## config.mk

```make
export PLATFORM = sky130hd
export DESIGN_NAME = lcd_hex_driver_flat
export DESIGN_NICKNAME = d
export VERILOG_FILES = /design/src/rtl/lcd_hex_driver_pkg.sv /design/src/rtl/lcd_hex_driver_if.sv /design/src/rtl/lcd_write_phy.sv /design/src/rtl/lcd_hex_driver.sv /design/src/flat_wrapper.sv
export SDC_FILE = /design/constraint.sdc
export NUM_CORES = 1
export LEC_CHECK = 0
export ABC_CLOCK_PERIOD_IN_PS = 3000
export CORE_MARGIN = 4
export CORE_UTILIZATION = 59
export CTS_CLUSTER_DIAMETER = 150
export DETAILED_ROUTE_END_ITERATION = 8
export GPL_TIMING_DRIVEN = 0
export PLACE_DENSITY = 0.8
export SLEW_MARGIN = 20
export SYNTH_ARGS = -nofsm -noshare
export SYNTH_HDL_FRONTEND = slang
export SYNTH_SLANG_ARGS = --single-unit
```

## constraint.sdc

```tcl
create_clock -name clk -period 3 [get_ports clk]
set_input_delay 0.6 -clock clk [delete_from_list [all_inputs] [get_ports clk]]
set_output_delay 0.6 -clock clk [all_outputs]
set_load 0.005 [all_outputs]
```

## src/rtl/lcd_hex_driver_pkg.sv

```systemverilog
// Shared definitions for the HD44780 hex display driver.
// Contains the LCD command bytes, the sequencer and write-engine state types,
// and the nibble/command lookup helpers.
package lcd_pkg;

    localparam logic [7:0] CMD_FUNC_8B2L = 8'h38;
    localparam logic [7:0] CMD_DISP_ON   = 8'h0C;
    localparam logic [7:0] CMD_ENTRY_INC = 8'h06;
    localparam logic [7:0] CMD_CLEAR     = 8'h01;
    localparam logic [7:0] CMD_LINE1     = 8'h80;
    localparam logic [7:0] CMD_LINE2     = 8'hC0;

    typedef enum logic [2:0] {
        ST_PWR_WAIT,
        ST_INIT,
        ST_L1_ADDR,
        ST_L1_CHAR,
        ST_L2_ADDR,
        ST_L2_CHAR,
        ST_FLUSH,
        ST_IDLE
    } lcd_state_t;

    typedef enum logic [1:0] {
        PH_IDLE,
        PH_SETUP,
        PH_PULSE,
        PH_WAIT
    } phy_phase_t;

    // Upper-case ASCII for one hex nibble.
    function automatic logic [7:0] hex_ascii(input logic [3:0] n);
        return (n < 4'd10) ? (8'h30 + {4'h0, n}) : (8'h37 + {4'h0, n});
    endfunction

    // Power-on command list, issued in index order.
    function automatic logic [7:0] init_cmd(input logic [1:0] i);
        case (i)
            2'd0:    return CMD_FUNC_8B2L;
            2'd1:    return CMD_DISP_ON;
            2'd2:    return CMD_ENTRY_INC;
            default: return CMD_CLEAR;
        endcase
    endfunction

endpackage

```

## src/rtl/lcd_hex_driver_if.sv

```systemverilog
// Value hand-off between a result-producing datapath and the LCD driver.
interface lcd_hex_driver_if #(parameter int DATA_W = 8);
    logic              in_valid;
    logic [DATA_W-1:0] in_data;
    logic              in_ready;
    logic              busy;

    modport master (output in_valid, in_data, input in_ready, busy);
    modport slave  (input in_valid, in_data, output in_ready, busy);
endinterface

```

## src/rtl/lcd_write_phy.sv

```systemverilog
// One strobed LCD bus write: RS/DATA setup, EN pulse, then a settle wait
// (long wait after Clear Display). ready is also high in the last wait cycle
// so the sequencer can chain writes with no idle cycle between them.
module lcd_write_phy
    import lcd_pkg::*;
#(
    parameter int T_SETUP = 2,
    parameter int T_EN    = 25,
    parameter int T_CMD   = 2500,
    parameter int T_CLR   = 100000
) (
    input  logic       clk,
    input  logic       rst,
    input  logic       start,
    input  logic       rs,
    input  logic [7:0] data,
    input  logic       long_wait,
    output logic       ready,
    output logic       done,
    output logic       LCD_EN,
    output logic       LCD_RS,
    output logic [7:0] LCD_DATA
);

    localparam int T_MAX = (T_CLR > T_CMD) ?
                           ((T_CLR > T_EN) ? ((T_CLR > T_SETUP) ? T_CLR : T_SETUP) : ((T_EN > T_SETUP) ? T_EN : T_SETUP)) :
                           ((T_CMD > T_EN) ? ((T_CMD > T_SETUP) ? T_CMD : T_SETUP) : ((T_EN > T_SETUP) ? T_EN : T_SETUP));
    localparam int CW = $clog2(T_MAX + 1);

    phy_phase_t    phase, phase_n;
    logic [CW-1:0] cnt, cnt_n;
    logic          en_n, rs_n, long_q, long_n;
    logic [7:0]    data_n;

    assign done  = (phase == PH_WAIT) && (cnt == '0);
    assign ready = (phase == PH_IDLE) || done;

    // Phase, down-counter and registered pin drivers.
    always_ff @(posedge clk) begin
        if (rst) begin
            phase    <= PH_IDLE;
            cnt      <= '0;
            long_q   <= 1'b0;
            LCD_EN   <= 1'b0;
            LCD_RS   <= 1'b0;
            LCD_DATA <= 8'h00;
        end else begin
            phase    <= phase_n;
            cnt      <= cnt_n;
            long_q   <= long_n;
            LCD_EN   <= en_n;
            LCD_RS   <= rs_n;
            LCD_DATA <= data_n;
        end
    end

    // Next phase: each phase ends on terminal count; a new start overrides.
    always_comb begin
        phase_n = phase;
        cnt_n   = cnt;
        long_n  = long_q;
        en_n    = LCD_EN;
        rs_n    = LCD_RS;
        data_n  = LCD_DATA;
        case (phase)
            PH_SETUP: begin
                if (cnt == '0) begin
                    phase_n = PH_PULSE;
                    cnt_n   = CW'(T_EN - 1);
                    en_n    = 1'b1;
                end else begin
                    cnt_n = cnt - CW'(1);
                end
            end
            PH_PULSE: begin
                if (cnt == '0) begin
                    phase_n = PH_WAIT;
                    cnt_n   = long_q ? CW'(T_CLR - 1) : CW'(T_CMD - 1);
                    en_n    = 1'b0;
                end else begin
                    cnt_n = cnt - CW'(1);
                end
            end
            PH_WAIT: begin
                if (cnt == '0) phase_n = PH_IDLE;
                else           cnt_n   = cnt - CW'(1);
            end
            default: ;
        endcase
        if (start && ready) begin
            phase_n = PH_SETUP;
            cnt_n   = CW'(T_SETUP - 1);
            long_n  = long_wait;
            en_n    = 1'b0;
            rs_n    = rs;
            data_n  = data;
        end
    end

endmodule

```

## src/rtl/lcd_hex_driver.sv

```systemverilog
// HD44780 16x2 driver showing a DATA_W-bit value as hex on line 1.
// Optional build macro LCD_LINE2_EN adds line 2 with the previous value.
//
// state       | meaning
// ------------+------------------------------------------------------
// PWR_WAIT    | power-up delay before any command
// INIT        | function set, display on, entry mode, clear
// L1_ADDR     | set DDRAM address to line 1
// L1_CHAR     | 16 characters of "Result: 0x<hex>"
// L2_ADDR     | set DDRAM address to line 2 (LCD_LINE2_EN only)
// L2_CHAR     | 16 characters of "Prev:   0x<hex>" (LCD_LINE2_EN only)
// FLUSH       | last write issued, waiting for its settle time
// IDLE        | ready for a new value
module lcd_hex_driver
    import lcd_pkg::*;
#(
    parameter int DATA_W  = 8,
    parameter int T_PWR   = 750000,
    parameter int T_SETUP = 2,
    parameter int T_EN    = 25,
    parameter int T_CMD   = 2500,
    parameter int T_CLR   = 100000
) (
    input  logic             clk,
    input  logic             rst,
    lcd_hex_driver_if.slave  bus,
    output logic [7:0]       LCD_DATA,
    output logic             LCD_RS,
    output logic             LCD_RW,
    output logic             LCD_EN,
    output logic             LCD_ON,
    output logic             LCD_BLON
);

    localparam int ND = DATA_W / 4;
    localparam int PW = $clog2(T_PWR + 1);
    localparam logic [79:0] TXT_L1 = "Result: 0x";

    lcd_state_t        state, state_n;
    logic [3:0]        idx, idx_n;
    logic [PW-1:0]     pwr_cnt, pwr_n;
    logic [DATA_W-1:0] held, held_n;
    logic              wr_start, wr_rs, wr_long;
    logic [7:0]        wr_data;
    logic              phy_ready, phy_done;

`ifdef LCD_LINE2_EN
    localparam logic [79:0] TXT_L2 = "Prev:   0x";
    // Only line 2 ever shows the previous value, so it exists only with line 2.
    logic [DATA_W-1:0] prev, prev_n;

    // Previous-value register.
    always_ff @(posedge clk) begin
        if (rst) prev <= '0;
        else     prev <= prev_n;
    end
`endif

    // Character i of a 16-character line: 10-char prefix, hex digits MSB-first, spaces.
    function automatic logic [7:0] text_char(input logic [3:0] i, input logic [79:0] prefix,
                                             input logic [DATA_W-1:0] v);
        logic [DATA_W-1:0] sh;
        int                k;
        text_char = 8'h20;
        if (i < 4'd10) begin
            text_char = prefix[79 - 8*int'(i) -: 8];
        end else begin
            k = int'(i) - 10;
            if (k < ND) begin
                sh        = v >> (4 * (ND - 1 - k));
                text_char = hex_ascii(sh[3:0]);
            end
        end
    endfunction

    // Sequencer state, character index, power-up timer and held value.
    always_ff @(posedge clk) begin
        if (rst) begin
            state   <= ST_PWR_WAIT;
            idx     <= 4'd0;
            pwr_cnt <= PW'(T_PWR - 1);
            held    <= '0;
        end else begin
            state   <= state_n;
            idx     <= idx_n;
            pwr_cnt <= pwr_n;
            held    <= held_n;
        end
    end

    // Next-state and write request; a write is issued whenever the phy can take it.
    always_comb begin
        state_n  = state;
        idx_n    = idx;
        pwr_n    = pwr_cnt;
        held_n   = held;
`ifdef LCD_LINE2_EN
        prev_n   = prev;
`endif
        wr_start = 1'b0;
        wr_rs    = 1'b0;
        wr_data  = 8'h00;
        wr_long  = 1'b0;
        case (state)
            ST_PWR_WAIT: begin
                if (pwr_cnt == '0) begin
                    state_n = ST_INIT;
                    idx_n   = 4'd0;
                end else begin
                    pwr_n = pwr_cnt - PW'(1);
                end
            end
            ST_INIT: begin
                wr_start = phy_ready;
                wr_data  = init_cmd(idx[1:0]);
                wr_long  = (wr_data == CMD_CLEAR);
                if (phy_ready) begin
                    if (idx == 4'd3) begin
                        state_n = ST_L1_ADDR;
                        idx_n   = 4'd0;
                    end else begin
                        idx_n = idx + 4'd1;
                    end
                end
            end
            ST_L1_ADDR: begin
                wr_start = phy_ready;
                wr_data  = CMD_LINE1;
                if (phy_ready) begin
                    state_n = ST_L1_CHAR;
                    idx_n   = 4'd0;
                end
            end
            ST_L1_CHAR: begin
                wr_start = phy_ready;
                wr_rs    = 1'b1;
                wr_data  = text_char(idx, TXT_L1, held);
                if (phy_ready) begin
                    idx_n = idx + 4'd1;
                    if (idx == 4'd15) begin
`ifdef LCD_LINE2_EN
                        state_n = ST_L2_ADDR;
`else
                        state_n = ST_FLUSH;
`endif
                    end
                end
            end
`ifdef LCD_LINE2_EN
            ST_L2_ADDR: begin
                wr_start = phy_ready;
                wr_data  = CMD_LINE2;
                if (phy_ready) begin
                    state_n = ST_L2_CHAR;
                    idx_n   = 4'd0;
                end
            end
            ST_L2_CHAR: begin
                wr_start = phy_ready;
                wr_rs    = 1'b1;
                wr_data  = text_char(idx, TXT_L2, prev);
                if (phy_ready) begin
                    idx_n = idx + 4'd1;
                    if (idx == 4'd15) state_n = ST_FLUSH;
                end
            end
`endif
            ST_FLUSH: begin
                if (phy_done) state_n = ST_IDLE;
            end
            ST_IDLE: begin
                if (bus.in_valid) begin
`ifdef LCD_LINE2_EN
                    prev_n = held;
`endif
                    held_n  = bus.in_data;
                    state_n = ST_L1_ADDR;
                end
            end
            default: state_n = ST_PWR_WAIT;
        endcase
    end

    assign bus.in_ready = (state == ST_IDLE);
    assign bus.busy     = (state != ST_IDLE);
    assign LCD_RW       = 1'b0;
    assign LCD_ON       = 1'b1;
    assign LCD_BLON     = 1'b1;

    lcd_write_phy #(
        .T_SETUP (T_SETUP),
        .T_EN    (T_EN),
        .T_CMD   (T_CMD),
        .T_CLR   (T_CLR)
    ) u_phy (
        .clk       (clk),
        .rst       (rst),
        .start     (wr_start),
        .rs        (wr_rs),
        .data      (wr_data),
        .long_wait (wr_long),
        .ready     (phy_ready),
        .done      (phy_done),
        .LCD_EN    (LCD_EN),
        .LCD_RS    (LCD_RS),
        .LCD_DATA  (LCD_DATA)
    );

endmodule

```

## src/flat_wrapper.sv

```systemverilog
// flat-port wrapper written by rule: the top's interface ports become plain ports
module lcd_hex_driver_flat import lcd_pkg::*;
#(
    parameter int DATA_W  = 8,
    parameter int T_PWR   = 750000,
    parameter int T_SETUP = 2,
    parameter int T_EN    = 25,
    parameter int T_CMD   = 2500,
    parameter int T_CLR   = 100000
)
  (clk, rst, LCD_DATA, LCD_RS, LCD_RW, LCD_EN, LCD_ON, LCD_BLON, bus_in_valid, bus_in_data, bus_in_ready, bus_busy);
  lcd_hex_driver_if #(.DATA_W(DATA_W)) bus_i ();
  input  logic clk;
  input  logic rst;
  output logic [7:0] LCD_DATA;
  output logic LCD_RS;
  output logic LCD_RW;
  output logic LCD_EN;
  output logic LCD_ON;
  output logic LCD_BLON;
  input wire logic [$bits(bus_i.in_valid)-1:0] bus_in_valid;
  input wire logic [$bits(bus_i.in_data)-1:0] bus_in_data;
  output wire logic [$bits(bus_i.in_ready)-1:0] bus_in_ready;
  output wire logic [$bits(bus_i.busy)-1:0] bus_busy;
  assign bus_i.in_valid = bus_in_valid;
  assign bus_i.in_data = bus_in_data;
  assign bus_in_ready = bus_i.in_ready;
  assign bus_busy = bus_i.busy;
  lcd_hex_driver #(.DATA_W(DATA_W), .T_PWR(T_PWR), .T_SETUP(T_SETUP), .T_EN(T_EN), .T_CMD(T_CMD), .T_CLR(T_CLR)) u_core (.clk(clk), .rst(rst), .bus(bus_i), .LCD_DATA(LCD_DATA), .LCD_RS(LCD_RS), .LCD_RW(LCD_RW), .LCD_EN(LCD_EN), .LCD_ON(LCD_ON), .LCD_BLON(LCD_BLON));
endmodule
```

# Word level (Yosys, flattened, before mapping)
# Index checks and enable logic that the tools add are counted.
# totals
word_cells,117
register_bits,65
out_inout_bits,15
input_bits,11
# op_classes
addsub,8
muxes,38
n_lt_le_gt_ge,3
n_shift,2
n_eq_ne,30
bitwise_logic,1
reduce_logical,23
# ops
operator,n
"variable part select 87 x 32 -> 8 bit, first input constant",1
2-to-1 mux 17 bit,4
one-hot mux 17 bit (3 select lines),1
2-to-1 mux 8 bit,4
>> shifter 8 x 32 -> 4 bit,1
2-to-1 mux 3 bit,8
one-hot mux 8 bit (3 select lines),1
zero test 20 bit,1
2-to-1 mux 4 bit,5
"subtractor 20 x 1 -> 20 bit, second input constant",1
one-hot mux 3 bit (6 select lines),1
one-hot mux 6 bit (3 select lines),1
zero test 17 bit,1
"subtractor 17 x 1 -> 17 bit, second input constant",1
"!= test 2 bit, second input constant",8
one-hot mux 4 bit (4 select lines),1
"adder 6 x 4 -> 7 bit, first input constant",2
"!= test 3 bit, second input constant",3
"equality test 8 x 1 -> 1 bit, second input constant",1
"< comparator 4 bit, second input constant",2
"!= test 2 x 1 -> 1 bit, second input constant",4
AND reduction 2 bit,4
AND reduction 4 bit,2
AND reduction 8 bit,1
other kinds (30),46

# Longest topological paths before layout
# Gate-level depths: netlist of the first run.
# depth
ltp_word,8
depth_mapped,10

# By module
# A second synthesis of the first run with hierarchy kept.
# unflattened
hier_cells,533
area_unflattened_um2,4196.5
# by_module_without_submodules
mod,n_inst,cells_per_inst,area_per_inst_um2
lcd_hex_driver,1,319,2407.3
lcd_write_phy,1,214,1789.2

# Least setup slack after synthesis of the first run
# Ideal clock, no wire load.
# synth_timing
kind,reg-to-reg
start,reg u_core.idx[1]
end,reg u_core.u_phy.LCD_DATA[3]
arrival_time_ps,2550
setup_time_ps,78
synth_period_minus_slack_ps,2628
setup_slack_ps,372
path_buffers,0
path_stages_with_launch,11
path_cell_list,dfxtp_1 > inv_1 > ha_1 > inv_1 > ha_1 > or3b_2 > a21o_1 > or3_1 > a211oi_1 > nor3_1 > nor3_1
# synth_via
elab_chain_cells,8
# synth_rtl
item,line,text
"start, declared",lcd_hex_driver.sv:40,"logic [3:0] idx, idx_n;"
"start signal, assigned",lcd_hex_driver.sv:85,idx <= idx_n;
subtractor 4 x 4 -> 5 bit,lcd_hex_driver.sv:68,k = int'(i) - 10;
subtractor 2 x 5 -> 6 bit,lcd_hex_driver.sv:70,sh = v >> (4 * (ND - 1 - k));
>> shifter 8 x 32 -> 4 bit,lcd_hex_driver.sv:70,
adder 6 x 4 -> 7 bit / < comparator 4 bit (equally long branches),lcd_hex_driver_pkg.sv:33,"return (n < 4'd10) ? (8'h30 + {4'h0, n}) : (8'h37 + {4'h0, n});"
2-to-1 mux 8 bit,lcd_hex_driver_pkg.sv:33,
2-to-1 mux 8 bit,lcd_hex_driver.sv:69,if (k < ND) begin
2-to-1 mux 8 bit,lcd_hex_driver.sv:65,if (i < 4'd10) begin
one-hot mux 8 bit (3 select lines) *,lcd_hex_driver.sv:104,case (state)
"end signal, assigned",lcd_write_phy.sv:53,LCD_DATA <= data_n;
"end, declared",lcd_write_phy.sv:22,output logic [7:0] LCD_DATA
# Every way passes the cells marked *; elsewhere a longest branch is shown, timed or not. The select of a mux whose other input is x is not followed.
# A chain may end at the register's enable or synchronous reset.

# Worst setup path in the final report of the first run
# layout_timing
start,reg u_core.idx[2]
end,reg u_core.u_phy.LCD_DATA[3]
# layout_via
elab_chain_cells,8
# layout_rtl
item,line
subtractor 4 x 4 -> 5 bit,lcd_hex_driver.sv:68
subtractor 2 x 5 -> 6 bit,lcd_hex_driver.sv:70
>> shifter 8 x 32 -> 4 bit,lcd_hex_driver.sv:70
adder 6 x 4 -> 7 bit / < comparator 4 bit (equally long branches),lcd_hex_driver_pkg.sv:33
2-to-1 mux 8 bit,lcd_hex_driver_pkg.sv:33
2-to-1 mux 8 bit,lcd_hex_driver.sv:69
2-to-1 mux 8 bit *,lcd_hex_driver.sv:65
one-hot mux 8 bit (3 select lines) *,lcd_hex_driver.sv:104
# Every way passes the cells marked *; elsewhere a longest branch is shown, timed or not.

==> results of run 1 <==
==> cells in the final DEF, fill, tap and decap left out, drive strengths merged, types with 6 or more instances in the layout <==
cell type,instances
a211oi,10
dfxtp,65
clkdlybuf4s50,21
clkbuf,28
xor2,8
nand2b,7
nor2,59
inv,20
ha,18
nor3,24
or3,6
o21ai,26
buf,9
xnor2,10
a21oi,42
nand3,11
nor4,11
nand2,54
==> layout make-up <==
class                           instances  area (um^2)  share of cell area
Buffer                                 27        125.1             0.02904
Clock buffer                           10        137.6             0.03195
Clock inverter                          6        90.09             0.02091
Inverter                               20        75.07             0.01743
Multi-Input combinational cell        374         2273              0.5277
Sequential cell                        65         1303              0.3024
Tap cell                               75        93.84             0.02178
Timing Repair Buffer                   21        210.2             0.04879
==> cell families after synthesis <==
family / Yosys count / share of synthesized area
fa+ha+maj: 18 / 0.05984
flops: 65 / 0.3457
other cells: 2 / 0.001995
simple gates: 204 / 0.2640
mux: 5 / 0.01330
buf+inv: 47 / 0.05319
xor+xnor: 18 / 0.04189
compound gates: 126 / 0.2201
==> timing repair <==
action	4_1_cts	5_1_grt
endpoints found under the setup margin	2	2
pin swaps	0	0
gates resized for setup	1	3
cloned	0	0
hold buffers	0	0
==> registers in the layout, summed over array words and instances, names as in the netlist <==
name and count:
u_core.held 8, u_core.u_phy.cnt 17, u_core.state 3, u_core.u_phy.long_q 1, u_core.idx 4, u_core.u_phy.LCD_EN 1
u_core.pwr_cnt 20, u_core.u_phy.phase 2, u_core.u_phy.LCD_RS 1, u_core.u_phy.LCD_DATA 8
==> worst max path at each step <==
stage	start	to	slack, ps
floorplan	u_core.idx[1]$_SDFFE_PP0P_	u_core.u_phy.LCD_DATA[3]$_SDFFE_PP0P_	370
CTS	u_core.idx[1]$_SDFFE_PP0P_	u_core.u_phy.LCD_DATA[2]$_SDFFE_PP0P_	50
global placement	u_core.idx[1]$_SDFFE_PP0P_	u_core.u_phy.LCD_DATA[2]$_SDFFE_PP0P_	-90
global route	u_core.u_phy.cnt[10]$_SDFFE_PP0P_	u_core.u_phy.cnt[13]$_SDFFE_PP0P_	10
finish	u_core.idx[2]$_SDFFE_PP0P_	u_core.u_phy.LCD_DATA[3]$_SDFFE_PP0P_	110
detailed placement	u_core.idx[1]$_SDFFE_PP0P_	u_core.u_phy.LCD_DATA[2]$_SDFFE_PP0P_	-130
==> per-stage QoR <==
| stage | utilization | power (mW) |
|---|---|---|
| after global placement | 0.6718 | 3.130 |
| final | 0.7108 | 4.100 |
| after global routing | 0.7108 | 4.401 |
| after CTS | 0.7095 | 4.054 |
| after floorplan | - | 2.694 |
| after detailed placement | 0.6718 | 3.188 |
==> critical path: cells and delay by family (launching register included) <==
family                     cells  cell delay (ps)
and+or+nand+nor                4             1150
adders and majority gates      2              560
AOI/OAI and AO/OA              2              490
DFF                            1              400
buffers and inverters          2              230
==> metal layers <==
metal  wire (um)  vias up  global-route usage
li1            -     1800                   -
met1        4328     1719              0.3403
met2        4288      118              0.4137
met3         546        9             0.05738
met4          82        0             0.06555
met5           0        -                   0
==> power by group <==
group | internal, mW | switching [mW] | leakage [nW]
clock | 0.493 | 0.351 | 0.113
combinational | 0.777 | 1.30 | 0.879
sequential | 1.02 | 0.155 | 0.527
total | 2.29 | 1.81 | 1.52
==> results.toml, run 1 <==
[layout]
final_cell_area_um2 = 4308
diodes = 0
syn_to_final_growth_pct = 14.46
nFillCells = 501
final_cell_count_no_fill = 598
final_nets = 547
drive_gt1_frac = 0.06883

[global_routing]
antenna_found_initial = 0
grt_pass1_wl_um = 15700
grt_max_degree = 15
grt_use_total = 0.2539
gr-total-overflow = 0
grt_pass1_vias = 3386

[timing]
max_freq_mhz = 346.0
slew_violations = 0
tns_ps = 0
worst_slew_pin_slew_ps = 773.5
hold_ws_ps = 458.0
period_share = 0.9633
rsz0062_at_grt = "no"
period_minus_slack_ps = 2890
relSlewSlack = 0.4796
final-setup-viol-count = 0
hold_violations = 0
finalWorstSetupSlack_ps = 110.1
finClkSkew_ps = 8.859

[power_and_ir_drop]
p_leak_nw = 1.519
peakVddDrop_mv = 0.8826
cellPowerDensity_nw_per_um2 = 951.9

[floorplanning]
start_util = 0.6210
pin_count = 26
dieWidth_um = 87.87
die_h_um = 87.87
num_rows = 28
dieArea_um2 = 7721
core_um2 = 6061

[synth]
ys_types = 62
yosysWarnings = 0
synth_area_um2 = 3764
seq_area_frac_synth = 0.3457
synth_seq_cells = 65
syn_avg_cell_area_um2 = 7.760
syn-instance-count = 485
yosys.cell_count.top_type = "dfxtp_1"
synthArstFlopShare = 0
synth.largest_area_cell = "dfxtp_1"
yosys.area.top_type_share = 0.3457
synth_edf_count = 0
synth.area.top_cells = "dfxtp_1 (35%), ha_1 (6.0%), nor2_1 (5.9%)"
synthFlopType = "dfxtp_1"
synth_common_cells = "dfxtp_1 (65), nor2_1 (59), nand2_1 (54), a21oi_1 (42), o21ai_0 (24)"

[critical_path]
rrSetupSlack_ps = 110
r2r_end = "u_core.u_phy.LCD_DATA[3]$_SDFFE_PP0P_"
critPathKind = "reg -> reg"
reg2reg_from = "u_core.idx[2]$_SDFFE_PP0P_"
critical_path_required_ps = 3280
slowest_stage = "or3b_2"
crit_fanout = 8
worstPathCellList = "inv_1 > ha_1 > inv_1 > ha_2 > or3b_2 > a21o_1 > or3_1 > a211oi_1 > nor3_1 > nor3_1"
end_kind = "flop"
reg2reg_depth = 10
crit_arrival_ps = 3170
start_kind = "flop"
max_stage_delay_ps = 450

[hold_path]
whs_endpoint = "u_core.held[7]$_SDFFE_PP0P_"
holdCritStartpoint = "u_core.held[7]$_SDFFE_PP0P_"
hold_depth = 2
hold_path.class = "reg -> reg"

[route]
drc = 0
drtPass1Iterations = 5
drt-initial-drc-count = 315
vias = 3646
vias_per_cell = 6.097
avgRoutedWirePerCell_um = 15.46
routed_wl_um = 9246
drtAntennaViolNets = 0

[cts]
path_clk_slew_ps = 80
h-tree-depth = 3
clock_insertion_delay_worst_skew_ps = 350
postCtsSetupBuffers = 0
cts_num_sinks = 65
cts_tree = "yes"
root_buffer = "clkbuf_8"
cts_buffers = 9
max-clock-path-buffers = 2

[placed_design]
pre_cts_slack_ps = -134.0
place_hpwl_um = 6549
dp.cells = 582
place_area_um2 = 4071
place.gp.congestion = 0.9464
port_buffers = 21

[status]
status = "complete, no violations"

[flow_run]
drv_cap = 0
(Power assumes the default switching activity.)
==> inputs of run 2 (changes only) <==
- MAX_ROUTING_LAYER: unset -> met4
==> run 2 against run 1 <==
Via count increased by 1.4%. Clock skew shrank 1.2 ps. Combinational power is essentially flat. Count of clock-buffer cells in the layout grew 1. Global-route usage up 0.97 points. Wire length down 0.55%. Flip-flop and latch count unchanged. First-iteration DRC count decreased by 14%. Die area unchanged. Critical path depth down 3. Critical endpoint is now u_core.u_phy.cnt[2]$_SDFFE_PP0P_. Largest cell class unchanged. Largest power group unchanged.
==> results.toml, run 2 (synthesis gave the netlist of run 1 again) <==
[global_routing]
grt_pass1_vias = 3365
gr-total-overflow = 0
grt_pass1_wl_um = 15720
grt_max_degree = 15
grt_use_total = 0.2635
antenna_found_initial = 0

[route]
drc = 0
drtAntennaViolNets = 0
avgRoutedWirePerCell_um = 15.38
vias_per_cell = 6.181
drt-initial-drc-count = 272
wl_met3_um = 514
vias = 3696
routed_wl_um = 9195
routed.top_layer = "met4"
drtPass1Iterations = 4
met1_length_um = 4308
route.met2.wl_um = 4198

[layout]
final_cell_count_no_fill = 598
regMostFlops = "u_core.pwr_cnt"
layout_common_cells = "dfxtp_1 (63), nor2_1 (59), nand2_1 (53), a21oi_1 (42), o21ai_0 (24)"
final_nets = 547
drive_gt1_frac = 0.07648
diodes = 0
mostFrequentLayoutCell = "dfxtp_1"
largest_reg_flops = 20
top_regs = "u_core.pwr_cnt x20, u_core.u_phy.cnt x17"
syn_to_final_growth_pct = 14.79

[power_and_ir_drop]
p_leak_nw = 1.523
peakVddDrop_mv = 0.8296
cellPowerDensity_nw_per_um2 = 950.3
fin_total_pwr_mw = 4.106

[timing]
max_freq_mhz = 357.7
tns_ps = 0
hold_violations = 0
period_minus_slack_ps = 2796
worst_slew_pin_slew_ps = 811.8
finClkSkew_ps = 7.676
finalWorstSetupSlack_ps = 204.4
final-setup-viol-count = 0
rsz0062_at_grt = "no"
hold_ws_ps = 474.5
slew_violations = 0
period_share = 0.9319
relSlewSlack = 0.4538

[cts]
clock_insertion_delay_worst_skew_ps = 350
root_buffer = "clkbuf_8"
cts_tree = "yes"
cts_buffers = 9
max-clock-path-buffers = 2
path_clk_slew_ps = 70
h-tree-depth = 3
holdBufCountCts = 0
cts_num_sinks = 65

[floorplanning]
core_um2 = 6061
dieWidth_um = 87.87
pin_count = 26
dieArea_um2 = 7721
start_util = 0.6210
num_rows = 28
die_h_um = 87.87

[status]
status = "complete, no violations"

[placed_design]
place_hpwl_um = 6553
port_buffers = 21
place.gp.congestion = 0.9203
pre_cts_slack_ps = -78.85
dp.cells = 582

[hold_path]
hold_depth = 2
hold_path.class = "reg -> reg"

[critical_path]
crit_arrival_ps = 3030
critical_path_required_ps = 3230
end_kind = "flop"
crit_fanout = 10
max_stage_delay_ps = 720
start_kind = "flop"
reg2reg_depth = 7
critPathKind = "reg -> reg"
slowest_stage = "nor4_2"
worstPathCellList = "nor4_1 > nand4b_1 > clkbuf_1 > nor4_2 > nor3b_1 > o21ai_0 > a21oi_1"

[flow_run]
drv_cap = 0
-- run 2: metal layers --
metal  track usage  vias up
met5             -        -
met4        0.1074        0
met3       0.04139       23
met2        0.4000      129
met1        0.3495     1748
li1              -     1796
-- run 2: cell type report --
type                       instances  area [um^2]
inverter                          20        75.07
tap                               75        93.84
sequential                        65         1306
multi-input combinational        374         2281
fill                             520         1740
timing repair buffer              21        210.2
clock inverter                     5        77.57
clock buffer                      11        151.4
buffer                            27        125.1
-- run 2: stage by stage --
stage	instance area (um^2)	utilization
6_report	4320	0.7128
3_3_place_gp	4071	0.6718
3_5_place_dp	4071	0.6718
4_1_cts	4302	0.7097
5_1_grt	4320	0.7128
2_1_floorplan	3767	-
-- run 2: power by group --
part,total [mW],switching [mW],internal [mW]
Combinational,2.09,1.31,0.778
Sequential,1.17,0.148,1.02
Clock,0.853,0.343,0.510
-- run 2: path summary, 6_finish.rpt --
path / start / endpoint / slack, ps
setup reg to reg: u_core.u_phy.cnt[2]$_SDFFE_PP0P_ / u_core.u_phy.cnt[2]$_SDFFE_PP0P_ / 200
hold reg to reg: u_core.held[7]$_SDFFE_PP0P_ / u_core.held[7]$_SDFFE_PP0P_ / 470
setup / recovery: u_core.u_phy.cnt[2]$_SDFFE_PP0P_ / u_core.u_phy.cnt[2]$_SDFFE_PP0P_ / 200
hold / removal: u_core.held[7]$_SDFFE_PP0P_ / u_core.held[7]$_SDFFE_PP0P_ / 470
-- run 2: worst max-delay path: cells and delay by family (launching register included) --
family	cells	cell delay, ps
buffers and inverters	1	300
flip-flops	1	360
AO/OA/AOI/OAI	2	320
AND/OR/NAND/NOR	4	1700
-- run 2: timing repair --
item | 4_1_cts | 5_1_grt
buffers inserted | 0 | 0
endpoints found under the setup margin | 2 | 9
gates resized for setup | 1 | 8
==> inputs of run 3 (changes only) <==
- ABC_CLOCK_PERIOD_IN_PS: 3000 -> 2750
- HOLD_SLACK_MARGIN: unset -> 0.12
- clock period: 3 -> 2.75 ns (I/O delays scaled with it)
==> run 3 against run 2 <==
Sequential power increased by 9%. Global-route usage rose by 0.22 points. Combinational power rose by 14%. Sequential share of layout area decreased by 0.60 points. Maximum frequency rose by 3.9%. Clock skew rose by 0.57 ps. First-iteration DRC count increased by 15%. Via count down 0.32%. Core utilization up 1.4 points. Critical path type unchanged.
==> results.toml, run 3 (synthesis gave the netlist of run 1 again) <==
[status]
status = "complete, no violations"

[layout]
nFillCells = 501
layout_common_cells = "dfxtp_1 (63), nor2_1 (59), nand2_1 (52), a21oi_1 (42), o21ai_0 (24)"
final_nets = 549
regMostFlops = "u_core.pwr_cnt"
drive_gt1_frac = 0.09143
final_cell_area_um2 = 4408
final_cell_count_no_fill = 600
syn_to_final_growth_pct = 17.12
top_regs = "u_core.pwr_cnt x20, u_core.u_phy.cnt x17"
diodes = 0
mostFrequentLayoutCell = "dfxtp_1"
largest_reg_flops = 20

[route]
drc = 0
avgRoutedWirePerCell_um = 15.54
vias_per_cell = 6.140
drtAntennaViolNets = 0
routed_wl_um = 9322
vias = 3684
drt-initial-drc-count = 314
drtPass1Iterations = 6

[critical_path]
path_common_cell = "or3_1"
r2r_end = "u_core.u_phy.LCD_DATA[4]$_SDFFE_PP0P_"
start_kind = "flop"
reg2reg_depth = 7
reg2reg_from = "u_core.u_phy.cnt[10]$_SDFFE_PP0P_"
max_stage_delay_ps = 590
crit_arrival_ps = 2910
critical_path_required_ps = 2970
end_kind = "flop"
worstPathCellList = "or4_4 > or3_1 > buf_6 > o41a_4 > or3_1 > a31oi_2 > nor3_1"
slowest_stage = "or4_4"
rrSetupSlack_ps = 60
critPathKind = "reg -> reg"
crit_fanout = 8

[hold_path]
holdCritStartpoint = "u_core.u_phy.cnt[15]$_SDFFE_PP0P_"
hold_depth = 2
hold_path.class = "reg -> reg"
whs_endpoint = "u_core.u_phy.cnt[15]$_SDFFE_PP0P_"

[cts]
h-tree-depth = 3
cts_tree = "yes"
path_clk_slew_ps = 70
root_buffer = "clkbuf_8"
cts_buffers = 9
clock_insertion_delay_worst_skew_ps = 350
cts_num_sinks = 65
max-clock-path-buffers = 2

[timing]
hold_violations = 0
finalWorstSetupSlack_ps = 59.68
slew_violations = 0
finClkSkew_ps = 8.242
relSlewSlack = 0.4653
rsz0062_at_grt = "yes"
worst_slew_pin_slew_ps = 794.8
period_minus_slack_ps = 2690
period_share = 0.9783
max_freq_mhz = 371.7
final-setup-viol-count = 0

[global_routing]
gr-total-overflow = 0
grt_use_total = 0.2657
antenna_found_initial = 0
grt_pass1_wl_um = 15820
grt_pass1_vias = 3381
grt_max_degree = 15

[power_and_ir_drop]
cellPowerDensity_nw_per_um2 = 1041
peakVddDrop_mv = 0.9021
p_leak_nw = 1.550
fin_total_pwr_mw = 4.589

[placed_design]
place.gp.congestion = 0.9203
place_hpwl_um = 6553
place_area_um2 = 4071
port_buffers = 21
dp.cells = 582
pre_cts_slack_ps = -328.8

[flow_run]
drv_cap = 0

[floorplanning]
core_um2 = 6061
num_rows = 28
start_util = 0.6210
dieWidth_um = 87.87
pin_count = 26
dieArea_um2 = 7721
die_h_um = 87.87
run 3: changes by cell type in the layout (fill, tap and decap cells not counted), moves of 2 or more:
cell,previous run,this run
a211oi_4,0,2
inv_2,2,0
buf_4,3,5
inv_4,0,2
a211oi_2,2,0
run 3: area by class of cell:
cell class	count	area [um^2]	area share
plain buffers	27	128.9	0.02924
clock buffers	11	151.4	0.03435
clock inverters	5	77.57	0.01760
inverters	20	80.08	0.01817
multi-input cells	374	2345	0.5319
flip-flops and latches	65	1306	0.2963
well taps	75	93.84	0.02129
repair buffers	23	225.2	0.05109
run 3: metrics by stage:
step           hold slack (ps)  setup TNS [ps]    util
3_3_place_gp             448.0          -737.6  0.6718
5_1_grt                  503.6          -94.11  0.7273
2_1_floorplan            436.8               0       -
4_1_cts                  473.0               0  0.7153
3_5_place_dp             462.8          -868.9  0.6718
6_report                 470.1               0  0.7273
run 3: power by group:
| group | switching (mW) | internal, mW | total [mW] | leakage [nW] |
|---|---|---|---|---|
| logic | 1.48 | 0.903 | 2.38 | 0.906 |
| registers | 0.163 | 1.11 | 1.28 | 0.528 |
| clock network | 0.378 | 0.556 | 0.934 | 0.115 |
run 3: repair_timing:
action                                  in CTS  in global routing
buffers inserted                             0                  2
pin swaps                                    0                  4
endpoints found under the hold margin        0                  0
resized for setup                           11                 13
hold buffers                                 0                  0
endpoints found under the setup margin       8                 21
run 3: routing by layer:
layer  share of wire  up-vias  track usage
met1            0.45     1712       0.3541
met4           0.020        0       0.1102
met5               0        -            -
met3           0.074       22      0.03857
li1                -     1800            -
met2            0.46      150       0.4027
run 3: worst max-delay path by stage:
| stage | from | to | cells past startpoint |
|---|---|---|---|
| after floorplan | u_core.idx[1]$_SDFFE_PP0P_ | u_core.u_phy.LCD_DATA[3]$_SDFFE_PP0P_ | 10 |
| final | u_core.u_phy.cnt[10]$_SDFFE_PP0P_ | u_core.u_phy.LCD_DATA[4]$_SDFFE_PP0P_ | 7 |
| after CTS | u_core.idx[1]$_SDFFE_PP0P_ | u_core.u_phy.LCD_DATA[2]$_SDFFE_PP0P_ | 10 |
| after global placement | u_core.idx[1]$_SDFFE_PP0P_ | u_core.u_phy.LCD_DATA[3]$_SDFFE_PP0P_ | 10 |
| after detailed placement | u_core.idx[1]$_SDFFE_PP0P_ | u_core.u_phy.LCD_DATA[2]$_SDFFE_PP0P_ | 10 |
| after global routing | u_core.idx[1]$_SDFFE_PP0P_ | u_core.u_phy.LCD_DATA[3]$_SDFFE_PP0P_ | 10 |
run 3: worst max-delay path: cells and delay by family (launching register included):
| family | cells | cell delay (ps) |
|---|---|---|
| flip-flops | 1 | 380 |
| buffers and inverters | 1 | 160 |
| AO/OA/AOI/OAI | 2 | 590 |
| AND/OR/NAND/NOR | 4 | 1430 |
